==> config.mk <==
export PLATFORM = sky130hd
export DESIGN_NAME = data_mem_ctrl
export DESIGN_NICKNAME = d
export VERILOG_FILES = /design/src/rtl/data_mem_pkg.sv /design/src/rtl/mem_rd_pipe.sv /design/src/rtl/data_mem_ctrl.sv
export SDC_FILE = /design/constraint.sdc
export NUM_CORES = 1
export LEC_CHECK = 0
export BUFFER_PORTS_ARGS = -buffer_cell sky130_fd_sc_hd__buf_2
export CAP_MARGIN = 20
export CORE_MARGIN = 10
export CORE_UTILIZATION = 45
export CTS_CLUSTER_DIAMETER = 150
export DETAILED_ROUTE_END_ITERATION = 6
export PLACE_DENSITY = 0.73
export SYNTH_ARGS = -nofsm -noshare
export SYNTH_HDL_FRONTEND = slang
export SYNTH_SLANG_ARGS = --single-unit
==> constraint.sdc <==
create_clock -name clk -period 4.89 [get_ports clk]
set_clock_uncertainty 0.1 [all_clocks]
set_input_delay 0.489 -clock clk [delete_from_list [all_inputs] [get_ports clk]]
set_output_delay 0.489 -clock clk [all_outputs]
set_load 0.01 [all_outputs]
==> src/rtl/data_mem_pkg.sv <==
// Shared constants and helpers for the data memory controller.
package data_mem_pkg;

    // Controller FSM encoding
    localparam logic [0:0] INIT = 1'b0;
    localparam logic [0:0] RUN  = 1'b1;

    // Ceiling log2; returns 0 for values of 0 or 1
    function automatic int unsigned clog2(input int unsigned value);
        int unsigned result;
        int unsigned v;
        result = 0;
        if (value > 1) begin
            v = value - 1;
            while (v > 0) begin
                result++;
                v = v >> 1;
            end
        end
        return result;
    endfunction

    // Number of byte lanes in a data word
    function automatic int unsigned beWidth(input int unsigned dataW);
        return dataW / 8;
    endfunction

    // Legal parameter combinations: whole bytes, read latency 1..4
    function automatic bit paramsOk(input int unsigned dataW, input int unsigned rdLat);
        return (dataW > 0) && (dataW % 8 == 0) && (rdLat >= 1) && (rdLat <= 4);
    endfunction

endpackage

==> src/rtl/mem_rd_pipe.sv <==
// Read response pipeline: delays {valid, err, data} by RD_LAT cycles and
// merges the single-cycle write-error flag into the registered err output.
module mem_rd_pipe #(
    parameter int unsigned DATA_W = 16,
    parameter int unsigned RD_LAT = 1
) (
    input  logic              clk,
    input  logic              reset,
    input  logic              inValid,
    input  logic              inErr,
    input  logic [DATA_W-1:0] inData,
    input  logic              wrErr,
    output logic              rvalid,
    output logic [DATA_W-1:0] rdata,
    output logic              err
);

    logic              validQ [1:RD_LAT];
    logic [DATA_W-1:0] dataQ  [1:RD_LAT];
    logic              rdErrArrive;

    // Valid/data shift; data stages only load behind a valid so rdata holds
    always_ff @(posedge clk or posedge reset) begin
        if (reset) begin
            for (int i = 1; i <= RD_LAT; i++) begin
                validQ[i] <= 1'b0;
                dataQ[i]  <= '0;
            end
        end else begin
            validQ[1] <= inValid;
            if (inValid) dataQ[1] <= inData;
            for (int i = 2; i <= RD_LAT; i++) begin
                validQ[i] <= validQ[i-1];
                if (validQ[i-1]) dataQ[i] <= dataQ[i-1];
            end
        end
    end

    // Read error travels one stage short so err lands with rvalid
    if (RD_LAT == 1) begin : gErrLat1
        assign rdErrArrive = inValid & inErr;
    end else begin : gErrLatN
        logic errQ [1:RD_LAT-1];

        // Read-error shift register, qualified by valid on entry
        always_ff @(posedge clk or posedge reset) begin
            if (reset) begin
                for (int i = 1; i < RD_LAT; i++) errQ[i] <= 1'b0;
            end else begin
                errQ[1] <= inValid & inErr;
                for (int i = 2; i < RD_LAT; i++) errQ[i] <= errQ[i-1];
            end
        end

        assign rdErrArrive = errQ[RD_LAT-1];
    end

    // Registered error pulse: read error at RD_LAT, write error after one cycle
    always_ff @(posedge clk or posedge reset) begin
        if (reset) err <= 1'b0;
        else       err <= rdErrArrive | wrErr;
    end

    assign rvalid = validQ[RD_LAT];
    assign rdata  = dataQ[RD_LAT];

endmodule

==> src/rtl/data_mem_ctrl.sv <==
// Data memory for the load/store path: zero-fill sweep after reset,
// byte-enabled writes, range checking and a fixed-latency read pipeline.
module data_mem_ctrl
    import data_mem_pkg::*;
#(
    parameter int unsigned DATA_W        = 16,
    parameter int unsigned ADDR_W        = 16,
    parameter int unsigned DEPTH         = 16,
    parameter int unsigned RD_LAT        = 1,
    parameter int unsigned INIT_ON_RESET = 1
) (
    input  logic                  clk,
    input  logic                  reset,
    input  logic                  req,
    input  logic                  we,
    input  logic [ADDR_W-1:0]     addr,
    input  logic [DATA_W-1:0]     wdata,
    input  logic [DATA_W/8-1:0]   be,
    output logic                  ready,
    output logic                  rvalid,
    output logic [DATA_W-1:0]     rdata,
    output logic                  err,
    output logic                  init_busy
);

    localparam int unsigned BE_W  = beWidth(DATA_W);
    localparam int unsigned IDX_W = (clog2(DEPTH) > 0) ? clog2(DEPTH) : 1;
    localparam logic [IDX_W-1:0] LAST_IDX = IDX_W'(DEPTH - 1);
    localparam logic [0:0] RESET_STATE = (INIT_ON_RESET != 0) ? INIT : RUN;

    if (!paramsOk(DATA_W, RD_LAT)) begin : gBadParams
        $error("data_mem_ctrl: DATA_W must be a multiple of 8 and RD_LAT in 1..4");
    end

    logic [DATA_W-1:0] mem [DEPTH];
    logic [0:0]        state, nextState;
    logic [IDX_W-1:0]  ptr, nextPtr;
    logic              accept, inRange, rdAccept, wrEn, wrErr;
    logic [IDX_W-1:0]  idx;
    logic [DATA_W-1:0] rdWord;

    // Sweep FSM next-state: walk ptr over every word, then run
    always_comb begin
        nextState = state;
        nextPtr   = ptr;
        case (state)
            INIT: begin
                nextPtr = ptr + 1'b1;
                if (ptr == LAST_IDX) begin
                    nextState = RUN;
                    nextPtr   = '0;
                end
            end
            default: ;
        endcase
    end

    // State register with registered ready/init_busy decoded from next state
    always_ff @(posedge clk or posedge reset) begin
        if (reset) begin
            state     <= RESET_STATE;
            ptr       <= '0;
            ready     <= 1'b0;
            init_busy <= (INIT_ON_RESET != 0);
        end else begin
            state     <= nextState;
            ptr       <= nextPtr;
            ready     <= (nextState == RUN);
            init_busy <= (nextState == INIT);
        end
    end

    // Full-width range check before the array is ever indexed
    assign accept   = req & ready;
    assign inRange  = (addr < ADDR_W'(DEPTH));
    assign idx      = inRange ? IDX_W'(addr) : '0;
    assign rdWord   = inRange ? mem[idx] : '0;
    assign rdAccept = accept & ~we;
    assign wrEn     = accept & we & inRange;
    assign wrErr    = accept & we & ~inRange;

    // Array: cleared by the sweep only, otherwise byte-merged writes
    always_ff @(posedge clk) begin
        if (state == INIT) begin
            mem[ptr] <= '0;
        end else if (wrEn) begin
            for (int b = 0; b < int'(BE_W); b++) begin
                if (be[b]) mem[idx][8*b +: 8] <= wdata[8*b +: 8];
            end
        end
    end

    mem_rd_pipe #(
        .DATA_W (DATA_W),
        .RD_LAT (RD_LAT)
    ) uRdPipe (
        .clk     (clk),
        .reset   (reset),
        .inValid (rdAccept),
        .inErr   (~inRange),
        .inData  (rdWord),
        .wrErr   (wrErr),
        .rvalid  (rvalid),
        .rdata   (rdata),
        .err     (err)
    );

endmodule

After elaboration in Yosys (flattened, before gate mapping)
Memory sizes are Yosys's and may differ from the RTL's. Cells that the tools add are included. W data, S select, Z words.

Register bits: 24. Memories kept: 1. Memory bits (writable): 256. Output and inout bits: 20. Logic and storage cells: 38.

Memories: mem (words 16, bits a word 16, rd ports 1, clocked after memory_dff 0, write ports 1, line data_mem_ctrl.sv:35) `logic [DATA_W-1:0] mem [DEPTH];`.

Equality and inequality tests: 1. Multiplexer cells: 17. Reductions and logical operators: 1. Add/subtract/negate cells: 1. Bitwise logic cells: 10. $lt $le $gt $ge: 1.

Operators with widths (number): $mux W16 (2); $lt A16 B5 Y1 const B (1); $reduce_or A16 Y1 (1); $mux W4 (3); $mux W1 (11); $and A1 B1 Y1 (6); $add A4 B1 Y4 const B (1); $eq A4 B4 Y1 const B (1); $not A1 Y1 (3); $mux W2 (1); $or A1 B1 Y1 (1).

Logic depth before layout (Yosys ltp)
Gate-level depths: netlist of the first run.

Depth in word-level cells: 8. Depth in mapped cells: 8. Depth with buffers taken out: 6.

Modules after synthesis
From an unflattened synthesis of the first run, not the netlist that was laid out.

Cell total of the unflattened synthesis: 833. Area total of the unflattened synthesis: 12035.3 µm².

By module, submodules not included: data_mem_ctrl (cells each 795, seq. area each 7838.8 µm², area each 11327.1 µm², instances 1); mem_rd_pipe (cells each 38, seq. area each 450.4 µm², area each 708.2 µm², instances 1).

Least setup slack after synthesis of the first run
Ideal clock, no wire load.

Path type: input-to-reg. Start point: in addr[7]. End point: mem mem[12][10], enable pin. Setup time: 370 ps. Path buffers: 2. Stages: 7. Setup slack: 1860 ps. Arrival time: 2560 ps. Cell sequence: or4_1 > buf_4 > or4_4 > buf_6 > o31ai_4 > nand2_2 > nor2_1.

Longest elaborated chain between the ends: 7.

Ends and longest elaborated chain: start: declaration (line data_mem_ctrl.sv:16) `input logic [ADDR_W-1:0] addr,`; $lt A16 B5 Y1 (*) (line data_mem_ctrl.sv:75) `assign inRange = (addr < ADDR_W'(DEPTH));`; $and A1 B1 Y1 (line data_mem_ctrl.sv:79) `assign wrEn = accept & we & inRange;`; $mux W1 (line data_mem_ctrl.sv:86) `end else if (wrEn) begin`; $mux W1 (line data_mem_ctrl.sv:84) `if (state == INIT) begin`; $mux W1 (not written as such) (line data_mem_ctrl.sv:88) `if (be[b]) mem[idx][8*b +: 8] <= wdata[8*b +: 8];`; $reduce_or A16 Y1 (no line); $mux W4 (no line) / $mux W2 (equally long branches); end: declaration (line data_mem_ctrl.sv:35).

Every way passes the cells marked *; elsewhere a longest branch is shown, timed or not.

Worst setup path after layout of the first run
Start point: in addr[7]. End point: mem mem[4][7], enable pin.

The elaborated chain is that of the path after synthesis.

==> results of run 1 <==
layout make-up:
type | count | area share (%)
flip-flops and latches | 280 | 62.8
multi-input cells | 422 | 23.2
clock buffers | 32 | 5.59
well taps | 330 | 3.13
repair buffers | 70 | 3.09
clock inverters | 20 | 1.60
inverters | 20 | 0.569
critical path: stages:
cell and delay [ns]:
buf_2 0.11, or4_1 0.80, or4_4 0.74, o21ai_0 0.12
nand2_1 0.34, nor2_1 0.66
synth_stat cells, types with 8 or more instances:
cell,instances
a221oi_1,8
o211a_1,11
edfxtp_1,256
mux2i_1,21
inv_1,19
o22ai_1,37
mux2_2,15
a31oi_1,8
mux4_2,15
nand2_1,45
clkbuf_1,27
buf_2,14
dfrtp_1,23
a21oi_1,17
o21ai_0,32
nor2_1,73
and2_1,17
a22oi_1,8
nor2b_1,10
nor4_1,8
flip-flops by register name, indices dropped and copies added, names as in the netlist:
name            flops
state               1
mem               256
uRdPipe.rvalid      1
uRdPipe.err         1
ptr                 4
init_busy           1
uRdPipe.rdata      16
cell families (layout without fill, tap and decap cells):
group | after synthesis | in the layout | synth area share, %
buffers and inverters | 69 | 142 | 2.58
flip-flops | 280 | 280 | 71.4
adder cells (fa/ha/maj) | 1 | 1 | 0.108
AO/OA/AOI/OAI | 176 | 176 | 11.2
AND/OR/NAND/NOR | 193 | 193 | 8.41
multiplexers | 51 | 51 | 6.18
XOR/XNOR | 1 | 1 | 0.0755
report_power, final:
group	total, mW	leakage [nW]	internal [mW]	switching [mW]
registers	2.58	3.23	2.58	0.000202
logic	0.132	1.26	0.0494	0.0821
clock network	2.19	0.454	1.29	0.892
final timing paths:
| check | slack [ns] | endpoint | start | cells past startpoint |
|---|---|---|---|---|
| min in group asynchronous | 0.40 | ptr[1] | reset | 3 |
| min | 0.22 | uRdPipe.err | req | 2 |
| max reg2reg | 1.73 | mem[4][7] | state | 5 |
| min reg2reg | 0.47 | ptr[3] | ptr[3] | 1 |
| max | 1.70 | mem[4][7] | addr[7] | 6 |
| max in group asynchronous | 3.83 | uRdPipe.rdata[10] | reset | 4 |
routing by layer:
layer,wire [um],global-route usage [%],up-vias
met5,0,0,-
met4,772,4.86,0
met3,3310,4.20,79
met2,13500,26.6,509
met1,12100,24.4,3669
li1,-,-,3148
through the flow:
step           area (um2)  instances
6_report            13200       1174
5_1_grt             13200       1174
4_1_cts             13200       1172
3_5_place_dp        12200       1120
3_3_place_gp        12200       1120
2_1_floorplan       11600        771
==> run summary, run 1 <==
Ports: 58
post-synth top area share: 66.2%
crit-path max FO: 10
TritonCTS buffer count: 29
drt total wl: 29800 um
Diodes inserted: 0
startpoint class of the critical path: input port
Worst Path Class, Setup: in -> reg
largest net degree at the start of global routing: 48
fraction of registers with async set/reset: 8.57%
DRC Markers: 0
post-layout net count: 862
Reg area: 8290 um2
Worst-Margin Slew: 1.11 ns
post-CTS setup buffers: 0
Post-Place Worst Slack: 1.16 ns
Iteration-0 DRC Markers: 1155
clock sink total: 280
Synth Instances: 771
final core area utilization: 52.2%
synthesized area per cell: 15.1 um2
Leak Pwr: 4.95 nW
buffers added on ports: 57
gr ovfl total: 0
Fin. Hold Viols: 0
Final min period: 3.19 ns
setup ws final: 1.70 ns
total negative slack: 0 ns
flops & latches, synth: 280
Slew Viols, Final: 0
Tcrit/Tclk final: 65.3%
first-pass GRT wire length: 44900 um
peak supply drop: 0.000233 V
CTS clk-pin slew, worst paths: 0.06 ns
DP HPWL: 19800 um
antenna violations before repair: 0
status: completed
register area share after synthesis: 71.4%
H-tree lvl count: 1
RSZ-0062 raised after global routing: false
FMAX: 313 MHz
area growth from synthesis to layout: 13.6%
Synth Warn #: 0
GRT Overall Usage: 17.5%
endpoint class of the critical path: flop
Fillers: 2049
layout cells sized above 1: 19.5%
Core Region: 25300 um2
DR vias/cell: 6.31
post_cts resized: 0
via count: 7405
die width: 181 um
CTS tree: built
worst endpoint required time: 4.97 ns
EDFF count, synth: 256
hold_ws: 0.218 ns
multi-input logic area: 3060 um2
first-pass iteration count of the detailed router: 6
CP arrival: 3.27 ns
Final GP Congestion: 0.890
root buf cell: clkbuf_16
max cap viols: 0
Area contributors post-synth: edfxtp_1 66%, dfrtp_1 5.0%, mux4_2 2.9%
average wire per standard cell: 25.4 um
Die Ht: 181 um
post-route ant nets: 0
Clock Path Buffers: 3
Hold-fix buffers, CTS: 0
Power per Cell Area: 371 nW/um2
area leader, netlist: edfxtp_1
Clock Latency Late Sink: 0.54 ns
initial core utilization: 46.0%
vias in the first global route: 7143
Slew headroom: 25.7%
total power: 4.89 mW
Top FF cell, synth: edfxtp_1
worst hold path type: in -> reg
Netlist cell types: 65
Final setup viols: 0
most frequent cells in the layout: 256 x edfxtp_1, 73 x nor2_1, 56 x buf_2
total die area: 32600 um2
synthesized cell area: 11600 um2
Syn Nets: 810
row cnt: 58
commonest non-fill, non-tap cell in the layout: edfxtp_1
Note: power is estimated with default switching activity, not from simulation.
==> inputs of run 2 (changes only) <==
PLACE_DENSITY = 0.75   (was 0.73)
clock period = 2.75 ns   (was 4.89 ns; I/O delays follow)
==> run summary, run 2 (synthesis results as in run 1) <==
DR vias/cell: 6.02 (was 6.31)
multi-input logic area: 3080 um2 (was 3060 um2)
Ports: 58 (unchanged)
status: completed (unchanged)
Power per Cell Area: 614 nW/um2 (was 371 nW/um2)
worst hold path type: in -> reg (unchanged)
first-pass GRT wire length: 47300 um (was 44900 um)
Fillers: 1973 (was 2049)
Post-Place Worst Slack: -0.152 ns (was 1.16 ns)
Clock Latency Late Sink: 0.54 ns (about the same)
hold_ws: 0.0501 ns (was 0.218 ns)
first-pass iteration count of the detailed router: 5 (was 6)
die width: 181 um (unchanged)
largest net degree at the start of global routing: 46 (was 48)
TritonCTS buffer count: 28 (was 29)
layout cells sized above 1: 27.8% (was 19.5%)
GRT Overall Usage: 18.2% (was 17.5%)
H-tree lvl count: 1 (unchanged)
Reg area: 8290 um2 (unchanged)
crit-path max FO: 8 (was 10)
Slew headroom: 55.1% (was 25.7%)
max reg flops: 256 (unchanged)
Leak Pwr: 5.46 nW (was 4.95 nW)
clock sink total: 280 (unchanged)
Final setup viols: 0 (unchanged)
Die Ht: 181 um (unchanged)
fin cells: 1268 (was 1174)
gr ovfl total: 0 (unchanged)
Final GP Congestion: 0.886 (was 0.890)
worst endpoint required time: 2.89 ns (was 4.97 ns)
total die area: 32600 um2 (unchanged)
startpoint class of the critical path: input port (unchanged)
post-layout net count: 955 (was 862)
Final min period: 2.45 ns
average wire per standard cell: 23.8 um (was 25.4 um)
CTS tree: built (unchanged)
antenna violations before repair: 0 (unchanged)
commonest non-fill, non-tap cell in the layout: edfxtp_1 (unchanged)
endpoint class of the critical path: flop (unchanged)
routed length on met3: 3340 um (was 3310 um)
area growth from synthesis to layout: 21.3% (was 13.6%)
row cnt: 58 (unchanged)
RSZ-0062 raised after global routing: false (unchanged)
vias in the first global route: 7776 (was 7143)
root buf cell: clkbuf_16 (unchanged)
Worst Path Class, Setup: in -> reg (unchanged)
drt total wl: 30200 um (was 29800 um)
buffers added on ports: 57 (unchanged)
DP Cell Count: 1214 (was 1120)
Tcrit/Tclk final: 89.2%
via count: 7637 (was 7405)
Fin. Hold Viols: 0 (unchanged)
Diodes inserted: 0 (unchanged)
WL met2: 13900 um (was 13500 um)
CP arrival: 2.60 ns (was 3.27 ns)
Largest Register: mem (unchanged)
Clock Path Buffers: 3 (unchanged)
peak supply drop: 0.000339 V (was 0.000233 V)
total negative slack: 0 ns (unchanged)
setup ws final: 0.296 ns (was 1.70 ns)
Slew Viols, Final: 0 (unchanged)
most frequent cells in the layout: 256 x edfxtp_1, 90 x buf_4, 64 x nor2_1 (was 256 x edfxtp_1, 73 x nor2_1, 56 x buf_2)
cell depth of the worst flop-to-flop path: 8 (was 5)
Metal-1 WL: 12100 um (about the same)
DRC Markers: 0 (unchanged)
Worst-Margin Slew: 0.672 ns (was 1.11 ns)
initial core utilization: 46.0% (unchanged)
worst hold path depth: 4 (was 2)
Iteration-0 DRC Markers: 1245 (was 1155)
post-route ant nets: 0 (unchanged)
Core Region: 25300 um2 (unchanged)
Top Layer Used: met4 (unchanged)
post-CTS setup buffers: 0 (unchanged)
max cap viols: 0 (unchanged)
FMAX: 408 MHz
DP HPWL: 20600 um (was 19800 um)
CTS clk-pin slew, worst paths: 0.06 ns (about the same)
run 2: changes by cell type in the layout (fill, tap and decap cells not counted), moves of 2 or more:
cell / before / now
buf_4: 12 / 90
buf_12: 0 / 16
nor2_1: 73 / 64
nor2_2: 0 / 9
clkbuf_1: 3 / 7
clkinvlp_4: 4 / 1
clkinv_1: 6 / 8
clkinv_2: 5 / 3
inv_6: 2 / 0
run 2: worst max-delay path, cell delays in order:
cell and delay [ns]:
dlygate4sd3_1 0.52, buf_2 0.13, o2111ai_1 0.14, or4_4 0.51, buf_4 0.17, nor3_2 0.14
o21ai_1 0.22, buf_4 0.23, nor2_2 0.07, buf_4 0.17
run 2: repair_timing:
item / in CTS / in global routing
endpoints found under the hold margin: 25 / 0
hold buffers: 2 / 0
gates resized for setup: 0 / 0
setup endpoints to repair: 0 / 0
run 2: worst paths after layout:
kind	start	end	slack (ns)
hold reg to reg	uRdPipe.rdata[9]	uRdPipe.rdata[9]	0.50
hold / removal	addr[3]	uRdPipe.rdata[9]	0.05
min in group asynchronous	reset	uRdPipe.rvalid	0.24
max in group asynchronous	reset	init_busy	1.99
setup reg to reg	state	mem[3][4]	0.33
setup / recovery	req	mem[3][4]	0.30
run 2: area by class of cell:
class	instances	area share, %
well taps	330	2.93
repair buffers	164	9.21
multi-input cells	422	21.9
clock buffers	36	5.34
inverters	20	0.533
flip-flops and latches	280	58.9
clock inverters	16	1.26
run 2: report_power, final:
group	internal [mW]	total (mW)	switching, mW
Sequential	4.58	4.58	0.000470
Combinational	0.106	0.251	0.145
Clock	2.30	3.82	1.52
Total	6.98	8.65	1.67
run 2: routing by layer:
layer / track usage (%) / vias to the layer above
met5: 0 / -
met4: 5.48 / 0
met3: 3.76 / 60
met2: 28.2 / 489
met1: 25.4 / 3757
li1: - / 3331
run 2: through the flow:
| stage | power, mW | cell area (um2) | utilization, % |
|---|---|---|---|
| floorplan | 4.81 | 11600 | - |
| global placement | 4.91 | 13100 | 52.0 |
| detailed placement | 4.92 | 13100 | 52.0 |
| CTS | 8.68 | 14100 | 55.8 |
| global route | 8.88 | 14100 | 55.8 |
| finish | 8.65 | 14100 | 55.8 |
